<file path="config.mk">
export PLATFORM = sky130hd
export DESIGN_NAME = sl_transmitter
export DESIGN_NICKNAME = d
export VERILOG_FILES = /design/src/rtl/sl_pkg.sv /design/src/rtl/sl_phase_timer.sv /design/src/rtl/sl_transmitter.sv
export SDC_FILE = /design/constraint.sdc
export NUM_CORES = 1
export LEC_CHECK = 0
export ABC_AREA = 1
export CAP_MARGIN = 20
export CORE_MARGIN = 4
export CORE_UTILIZATION = 45
export CTS_BUF_LIST = sky130_fd_sc_hd__clkbuf_8
export CTS_CLUSTER_SIZE = 14
export DETAILED_ROUTE_END_ITERATION = 7
export PLACE_DENSITY = 0.67
export SLEW_MARGIN = 20
export SYNTH_ARGS = -nofsm -noshare
export SYNTH_HDL_FRONTEND = slang
export SYNTH_SLANG_ARGS = --single-unit
</file>
<file path="constraint.sdc">
create_clock -name clk -period 2.4 [get_ports clk]
set_clock_uncertainty 0.15 [all_clocks]
set_input_delay 0.24 -clock clk [delete_from_list [all_inputs] [get_ports clk]]
set_output_delay 0.24 -clock clk [all_outputs]
set_load 0.05 [all_outputs]
</file>
<file path="src/rtl/sl_pkg.sv">
// Shared types and helpers for the serial-link (SL) transmitter and receiver.
//   sl_mode_t     : word-size selector carried on the 2-bit mode port
//   tx_state_t    : transmitter frame-sequencing states
//   sl_nbits      : data bits per frame for a mode (0 for the invalid mode)
//   sl_odd_parity : parity bit that makes the count of ones (data + parity) odd
package sl_pkg;

    localparam int unsigned SL_DATA_W = 32;
    localparam int unsigned SL_IDX_W  = 6;

    typedef enum logic [1:0] {
        SL_8   = 2'd0,
        SL_16  = 2'd1,
        SL_32  = 2'd2,
        SL_BAD = 2'd3
    } sl_mode_t;

    typedef enum logic [2:0] {
        IDLE     = 3'd0,
        PULSE    = 3'd1,
        GAP      = 3'd2,
        STOP     = 3'd3,
        STOP_GAP = 3'd4
    } tx_state_t;

    // Data bits per frame; 6 bits wide so that 32 is representable.
    function automatic logic [SL_IDX_W-1:0] sl_nbits(input sl_mode_t mode);
        case (mode)
            SL_8:    return SL_IDX_W'(8);
            SL_16:   return SL_IDX_W'(16);
            SL_32:   return SL_IDX_W'(32);
            default: return SL_IDX_W'(0);
        endcase
    endfunction

    // Odd parity over the active low bits of the word.
    function automatic logic sl_odd_parity(input logic [SL_DATA_W-1:0] data,
                                           input sl_mode_t mode);
        case (mode)
            SL_8:    return ~^data[7:0];
            SL_16:   return ~^data[15:0];
            SL_32:   return ~^data;
            default: return 1'b1;
        endcase
    endfunction

endpackage

</file>
<file path="src/rtl/sl_phase_timer.sv">
// Down-counting phase timer shared by the pulse and gap phases.
//   clk, reset  : clock, async active-high reset
//   load_i      : load load_val_i (takes priority over counting)
//   load_val_i  : phase length minus one
//   tc_c_o      : terminal count, high while the counter is zero
module sl_phase_timer #(
    parameter int unsigned W = 4
) (
    input  logic         clk,
    input  logic         reset,
    input  logic         load_i,
    input  logic [W-1:0] load_val_i,
    output logic         tc_c_o
);

    logic [W-1:0] cnt_q;
    logic [W-1:0] cnt_d;

    // Load wins; otherwise count down and park at zero.
    always_comb begin
        cnt_d = cnt_q;
        if (load_i) begin
            cnt_d = load_val_i;
        end else if (cnt_q != '0) begin
            cnt_d = cnt_q - W'(1);
        end
    end

    always_ff @(posedge clk or posedge reset) begin
        if (reset) begin
            cnt_q <= '0;
        end else begin
            cnt_q <= cnt_d;
        end
    end

    assign tc_c_o = (cnt_q == '0);

endmodule

</file>
<file path="src/rtl/sl_transmitter.sv">
// SL two-wire transmitter: sends one 8/16/32-bit word per handshake, LSB first,
// as active-low pulses (sl0 for a 0, sl1 for a 1), followed by an odd-parity
// bit and a stop condition (both lines low).
//   clk, reset : clock, async active-high reset
//   mode       : word size (0=8, 1=16, 2=32, 3=invalid)
//   tx_data    : word to send, low N bits used
//   tx_valid   : word/mode valid
//   tx_ready   : word can be accepted this cycle
//   sl0, sl1   : registered line outputs, idle high
//   busy       : frame in progress
//   done       : one-cycle pulse after the frame completes
module sl_transmitter
    import sl_pkg::*;
#(
    parameter int unsigned PULSE_LEN = 4,
    parameter int unsigned GAP_LEN   = 4
) (
    input  logic        clk,
    input  logic        reset,
    input  logic [1:0]  mode,
    input  logic [31:0] tx_data,
    input  logic        tx_valid,
    output logic        tx_ready,
    output logic        sl0,
    output logic        sl1,
    output logic        busy,
    output logic        done
);

    localparam int unsigned TMR_MAX = (PULSE_LEN > GAP_LEN) ? PULSE_LEN : GAP_LEN;
    localparam int unsigned TMR_W   = $clog2(TMR_MAX) + 1;

    tx_state_t               state_q;
    logic [SL_DATA_W-1:0]    shift_q;
    logic [SL_IDX_W-1:0]     nbits_q;
    logic [SL_IDX_W-1:0]     idx_q;
    logic                    parity_q;
    logic                    sl0_q;
    logic                    sl1_q;
    logic                    busy_q;
    logic                    done_q;

    logic                    accept_c;
    logic                    next_bit_c;
    logic                    tmr_load_c;
    logic [TMR_W-1:0]        tmr_val_c;
    logic                    tmr_tc_c;

    assign tx_ready = (state_q == IDLE) && (mode != 2'd3) && !reset;
    assign accept_c = tx_valid && tx_ready;

    // Bit sent after the current gap: parity once all data bits are out.
    assign next_bit_c = ((idx_q + SL_IDX_W'(1)) == nbits_q) ? parity_q : shift_q[0];

    // Reload at every phase boundary; pulse/stop are followed by a gap, all else by a pulse.
    assign tmr_load_c = accept_c ||
                        (tmr_tc_c && (state_q != IDLE) && (state_q != STOP_GAP));
    assign tmr_val_c  = ((state_q == PULSE) || (state_q == STOP)) ?
                        TMR_W'(GAP_LEN - 1) : TMR_W'(PULSE_LEN - 1);

    sl_phase_timer #(
        .W (TMR_W)
    ) u_timer (
        .clk        (clk),
        .reset      (reset),
        .load_i     (tmr_load_c),
        .load_val_i (tmr_val_c),
        .tc_c_o     (tmr_tc_c)
    );

    // Frame sequencer; lines are driven straight from registers.
    always_ff @(posedge clk or posedge reset) begin
        if (reset) begin
            state_q  <= IDLE;
            shift_q  <= '0;
            nbits_q  <= '0;
            idx_q    <= '0;
            parity_q <= 1'b0;
            sl0_q    <= 1'b1;
            sl1_q    <= 1'b1;
            busy_q   <= 1'b0;
            done_q   <= 1'b0;
        end else begin
            done_q <= 1'b0;
            case (state_q)
                IDLE: begin
                    if (accept_c) begin
                        shift_q  <= tx_data;
                        nbits_q  <= sl_nbits(sl_mode_t'(mode));
                        parity_q <= sl_odd_parity(tx_data, sl_mode_t'(mode));
                        idx_q    <= '0;
                        busy_q   <= 1'b1;
                        sl0_q    <= tx_data[0];
                        sl1_q    <= ~tx_data[0];
                        state_q  <= PULSE;
                    end
                end
                PULSE: begin
                    if (tmr_tc_c) begin
                        sl0_q   <= 1'b1;
                        sl1_q   <= 1'b1;
                        shift_q <= shift_q >> 1;
                        state_q <= GAP;
                    end
                end
                GAP: begin
                    if (tmr_tc_c) begin
                        if (idx_q == nbits_q) begin
                            sl0_q   <= 1'b0;
                            sl1_q   <= 1'b0;
                            state_q <= STOP;
                        end else begin
                            idx_q   <= idx_q + SL_IDX_W'(1);
                            sl0_q   <= next_bit_c;
                            sl1_q   <= ~next_bit_c;
                            state_q <= PULSE;
                        end
                    end
                end
                STOP: begin
                    if (tmr_tc_c) begin
                        sl0_q   <= 1'b1;
                        sl1_q   <= 1'b1;
                        state_q <= STOP_GAP;
                    end
                end
                STOP_GAP: begin
                    if (tmr_tc_c) begin
                        done_q  <= 1'b1;
                        busy_q  <= 1'b0;
                        state_q <= IDLE;
                    end
                end
                default: begin
                    state_q <= IDLE;
                end
            endcase
        end
    end

    assign sl0  = sl0_q;
    assign sl1  = sl1_q;
    assign busy = busy_q;
    assign done = done_q;

endmodule
</file>
## Word-level counts from Yosys, hierarchy flattened

Cells that the tools add are included.

| word-level totals | value |
|---|---|
| register bits after elaboration | 55 |
| bits in latches | 0 |
| memory bits (writable) | 0 |
| ROM bits | 0 |
| bits of input ports | 37 |
| output and inout port bits | 5 |
| word-level logic and storage cells | 91 |
| memories | 0 |

| operators by class | value |
|---|---|
| add/sub/neg operators | 2 |
| $mul | 0 |
| divide/modulo/power cells | 0 |
| order comparisons | 0 |
| eq/ne operators | 17 |
| shifts and indexed selects | 0 |
| mux-type cells | 33 |
| bitwise operators | 2 |
| reductions and logical operators | 27 |

Operator list:

| kind | number |
|---|---|
| $mux 32 | 2 |
| $pmux 32 s2 | 1 |
| $reduce_xnor 32->1 | 1 |
| $mux 3 | 7 |
| $mux 6 | 3 |
| $pmux 6 s3 | 1 |
| $reduce_xnor 16->1 | 1 |
| $pmux 3 s5 | 1 |
| $ne 2x2->1 const B | 7 |
| $eq 6x6->1 | 2 |
| $mux 1 | 12 |
| $pmux 6 s2 | 1 |
| $pmux 1 s3 | 3 |
| $reduce_bool 3->1 | 3 |
| $reduce_and 4->1 | 2 |
| $reduce_bool 2->1 | 4 |
| $reduce_xnor 8->1 | 1 |
| $add 6x1->6 const B | 1 |
| $eq 3x2->1 const B | 2 |
| $logic_not 3->1 | 2 |
| $reduce_and 3->1 | 2 |
| $logic_and 1x1->1 | 5 |
| $reduce_and 5->1 | 1 |
| $eq 3x1->1 const B | 1 |
| other kinds (14) | 15 |

## Depth between registers and ports, before layout

| logic depth | value |
|---|---|
| depth after elaboration | 7 |
| mapped depth | 14 |
| mapped depth without buffers | 14 |

## Cells and area by module

From an unflattened synthesis, not the netlist that was laid out.

| second synthesis, totals | value |
|---|---|
| cell total of the unflattened synthesis | 518 |
| area, all modules | 3494.6 sq um |

By module, submodules not included:

| module | instances | cells each | area an instance (sq um) | sequential area each (sq um) |
|---|---|---|---|---|
| sl_transmitter | 1 | 485 | 3283.1 | 1228.7 |
| sl_phase_timer | 1 | 33 | 211.5 | 75.1 |

## Least setup slack after synthesis

Ideal clock, no wire load.

| path | value |
|---|---|
| path type | in2reg |
| start point | input port reset |
| end point | register shift_q[10] |
| setup time | 0.130 ns |
| arrival | 2.711 ns |
| data required time | 2.120 ns |
| slack | -0.591 ns |
| cell stages on the path | 7 |
| buffers on the path | 1 |
| path through | inv_1 > nand2_1 > nor2_4 > nand2_2 > a31oi_4 > buf_2 > a31oi_1 |

| between the ends | value |
|---|---|
| longest elaborated chain between the ends | 5 |

Ends and longest elaborated chain:

| what | RTL line | RTL |
|---|---|---|
| from (decl) | sl_transmitter.sv:19 | `input logic reset,` |
| $logic_not 1->1 (no source line) | - |  |
| $logic_and 1x1->1 | sl_transmitter.sv:49 | `assign tx_ready = (state_q == IDLE) && (mode != 2'd3) && !reset;` |
| via tx_ready | sl_transmitter.sv:23 | `output logic tx_ready,` |
| $logic_and 1x1->1 | sl_transmitter.sv:50 | `assign accept_c = tx_valid && tx_ready;` |
| $ne 2x2->1 (no source line) | - |  |
| $reduce_and 3->1 (no source line) | - |  |
| to (signal assigned) | sl_transmitter.sv:88 | `shift_q <= tx_data;` |
| to (signal assigned) | sl_transmitter.sv:102 | `shift_q <= shift_q >> 1;` |
| to (decl) | sl_transmitter.sv:34 | `logic [SL_DATA_W-1:0] shift_q;` |

The timed path passes the listed nets, and every way through them passes these cells.
A chain may end at the register's enable or synchronous reset.

## Worst setup path in the final report

| path | value |
|---|---|
| start point | register u_timer.cnt_q[0] |
| end point | register shift_q[4] |

| between the ends | value |
|---|---|
| longest elaborated chain between the ends | 3 |

Ends and longest elaborated chain:

| what | RTL line | RTL |
|---|---|---|
| from (decl) | sl_phase_timer.sv:16 | `logic [W-1:0] cnt_q;` |
| from (signal assigned) | sl_phase_timer.sv:33 | `cnt_q <= cnt_d;` |
| $logic_not 3->1 | sl_phase_timer.sv:37 | `assign tc_c_o = (cnt_q == '0);` |
| $ne 2x2->1 (no source line) | - |  |
| $reduce_and 3->1 (no source line) | - |  |

Every way passes these cells.

==> results_dict.tcl <==
set metrics [dict create \
    r2r_start "u_timer.cnt_q[0]$_DFFE_PP0P_" \
    die_h_um 94.76 \
    powerDensity_nw_per_um2 1094 \
    cp_common_cell "inv_1" \
    cts_max_level 2 \
    ctsHoldBuffers 0 \
    ys_seq_elements 52 \
    io-pin-count 42 \
    slew_headroom_pct 55.81 \
    hp-start "sl1$_DFFE_PP1P_" \
    grt_max_degree 65 \
    first_global_vias 2936 \
    cp_max_fo 64 \
    synth_nets 543 \
    drive_gt1_share_pct 4.436 \
    cp-startpoint "u_timer.cnt_q[0]$_DFFE_PP0P_" \
    wire_per_inst_um 11.67 \
    grt_pass1_wl_um 12580 \
    synth_seq_area_share_pct 38.49 \
    fp.dieW_um 94.76 \
    hold_depth 4 \
    yosys.area.top_type "dfrtp_1" \
    cts_resized 0 \
    ant_nets 0 \
    worst_pin_slew_ns 0.6629 \
    r2r-end "shift_q[4]$_DFFE_PP0P_" \
    slew_violations 0 \
    criticalPathCategory "flip-flop to flip-flop" \
    critPathMaxStageDelay_ns 0.39 \
    avgSynthCellArea_um2 6.747 \
    hold_class "flip-flop to flip-flop" \
    clockBufferDepth 2 \
    wirelength_um 7468 \
    clock-sinks 52 \
    timing.fmax_mhz 463.2 \
    first_pass_iters 4 \
    drc 0 \
    synthesis.area_um2 3387 \
    power_leakage_nw 1.976 \
    crit_chain "inv_1 -> ha_1 -> inv_1 -> nor2_4 -> inv_1 -> nand2_1 -> nand3_1 -> a31oi_4 -> buf_12 -> nor2_1 -> a31oi_1" \
    clk_pin_slew_worst_paths_ns 0.09 \
    tns_ns 0 \
    io_buffers 41 \
    ys_warn_count 0 \
    cts_tree "done" \
    p_total_w 0.004346 \
    start_kind "flip-flop" \
    layout_min_cycle_time_ns 2.159 \
    clock-root-buffer "clkbuf_8" \
    syn_to_final_growth_pct 17.25 \
    peakVddDrop_uv 437.7 \
    drtIter0Drc 105 \
    vias_per_cell 4.964 \
    synth_cells 502 \
    gp_congestion 0.9227 \
    grt_use_total_pct 17.24 \
    required_ns 2.47 \
    clock_latency_ns 0.30 \
    post-cts-setup-buffers 0 \
    fp.coreArea_um2 7292 \
    final-hold-violation-count 0 \
    synthDistinctLibCells 26 \
    post-route-period-util_pct 89.95 \
    cts_buffers 5 \
    fin_nets 581 \
    yosys-top-cells-area "dfrtp_1 37%, nand2_1 20%, nor2_1 7.3%, nand3_1 6.9%, inv_1 5.5%" \
    synth_top_area_share_pct 36.94 \
    cpMaxStageDelayCell "dfrtp_1" \
    end_kind "flip-flop" \
    worst-path-buf-inv 4 \
    arrival_ns 2.23 \
    num_antenna_cells 0 \
    setup_viol 0 \
    dieArea_um2 8979 \
    maxCapViolCount 0 \
    status "completed" \
    vias 3177 \
    ff2ff_path_depth 11 \
    dpl.hpwl_um 5597 \
    row_count 31 \
    crit_family "buffers and inverters" \
    grt.overflow.total 0 \
    initial_utilization_pct 46.45 \
    antenna_found_initial 0 \
    rsz0062_at_grt "no" \
    hold_end "sl1$_DFFE_PP1P_" \
    r2r_setup_slack_ns 0.24 \
]
through the flow:
| stage | hold WS [ns] | cell area [um^2] | instances | utilization (%) | worst slack, ns |
|---|---|---|---|---|---|
| 2_1_floorplan | 0.1486 | 3391 | 502 | - | 0.02089 |
| 3_3_place_gp | 0.3497 | 3890 | 632 | 53.35 | 0.3112 |
| 3_5_place_dp | 0.3713 | 3890 | 632 | 53.35 | 0.2485 |
| 4_1_cts | 0.3876 | 3971 | 640 | 54.46 | 0.2212 |
| 5_1_grt | 0.4146 | 3971 | 640 | 54.46 | 0.03601 |
| 6_report | 0.3879 | 3971 | 640 | 54.46 | 0.2411 |
cells by family (layout without fill, tap and decap cells):
kind of cell	after synthesis	in the layout	synth area share, %
xor gates and xnor gates	22	22	5.689
AOI/OAI and AO/OA	56	56	10.12
DFF	52	52	38.49
and+or+nand+nor	300	300	35.91
buffers and inverters	68	107	8.311
adders and majority gates	4	4	1.478
registers in the layout, indices dropped and copies added (netlist names):
signal and cells:
busy 1, done 1, idx_q 6, nbits_q 3, parity_q 1, shift_q 32, sl0 1, sl1 1
state_q 3, u_timer.cnt_q 3
final cells by class:
type	instances	area, um^2
fillers	757	3321
clock inverters	3	12.51
inverters	53	202.7
repair buffers	46	457.9
well taps	99	123.9
flip-flops and latches	52	1304
clock buffers	5	68.82
multi-input cells	382	1802
where the power goes:
group | switching (W) | internal [W]
Clock | 0.000275 | 0.000197
Sequential | 0.000237 | 0.00129
Combinational | 0.00151 | 0.000839
Total | 0.00202 | 0.00232
per-layer routing:
| layer | track usage [%] | up-vias | share of wire [%] |
|---|---|---|---|
| li1 | - | 1666 | - |
| met1 | 20.80 | 1443 | 46 |
| met2 | 31.47 | 57 | 49 |
| met3 | 2.948 | 11 | 3.5 |
| met4 | 4.567 | 0 | 1.6 |
| met5 | 0 | - | 0 |
cells in the mapped netlist (all sizes together):
cell      n
nand2   182
nor2     69
inv      53
dfrtp    50
nand3    47
a31oi    30
o21ai    14
xor2     12
xnor2    10
clkbuf    9
a21oi     7
buf       6
ha        4
dfstp     2
o22ai     2
a21boi    1
nor3      1
nor4      1
o211ai    1
o21bai    1
worst reg2reg max path: stages (launching register included):
cell     delay (ns)
dfrtp_1        0.39
inv_1          0.10
ha_1           0.15
inv_1          0.06
nor2_4         0.15
inv_1          0.16
nand2_1        0.11
nand3_1        0.11
a31oi_4        0.20
buf_12         0.28
nor2_1         0.07
a31oi_1        0.16
worst max-delay path by stage:
stage	to	cells after the start
final	shift_q[4]$_DFFE_PP0P_	11
after global routing	shift_q[0]$_DFFE_PP0P_	11
after CTS	shift_q[4]$_DFFE_PP0P_	11
after detailed placement	shift_q[4]$_DFFE_PP0P_	11
after global placement	shift_q[4]$_DFFE_PP0P_	11
after floorplan	shift_q[10]$_DFFE_PP0P_	7
cells in the final DEF (no fill, tap or decap), types with 7 or more instances in the layout:
master	n
a31oi_1	29
nor2_1	66
clkdlybuf4s50_1	40
nand2_1	180
dfrtp_1	50
a21oi_1	7
xor2_1	12
nand3_1	47
o21ai_0	10
inv_1	51
xnor2_1	10
Note: power is estimated with default switching activity, not from simulation.
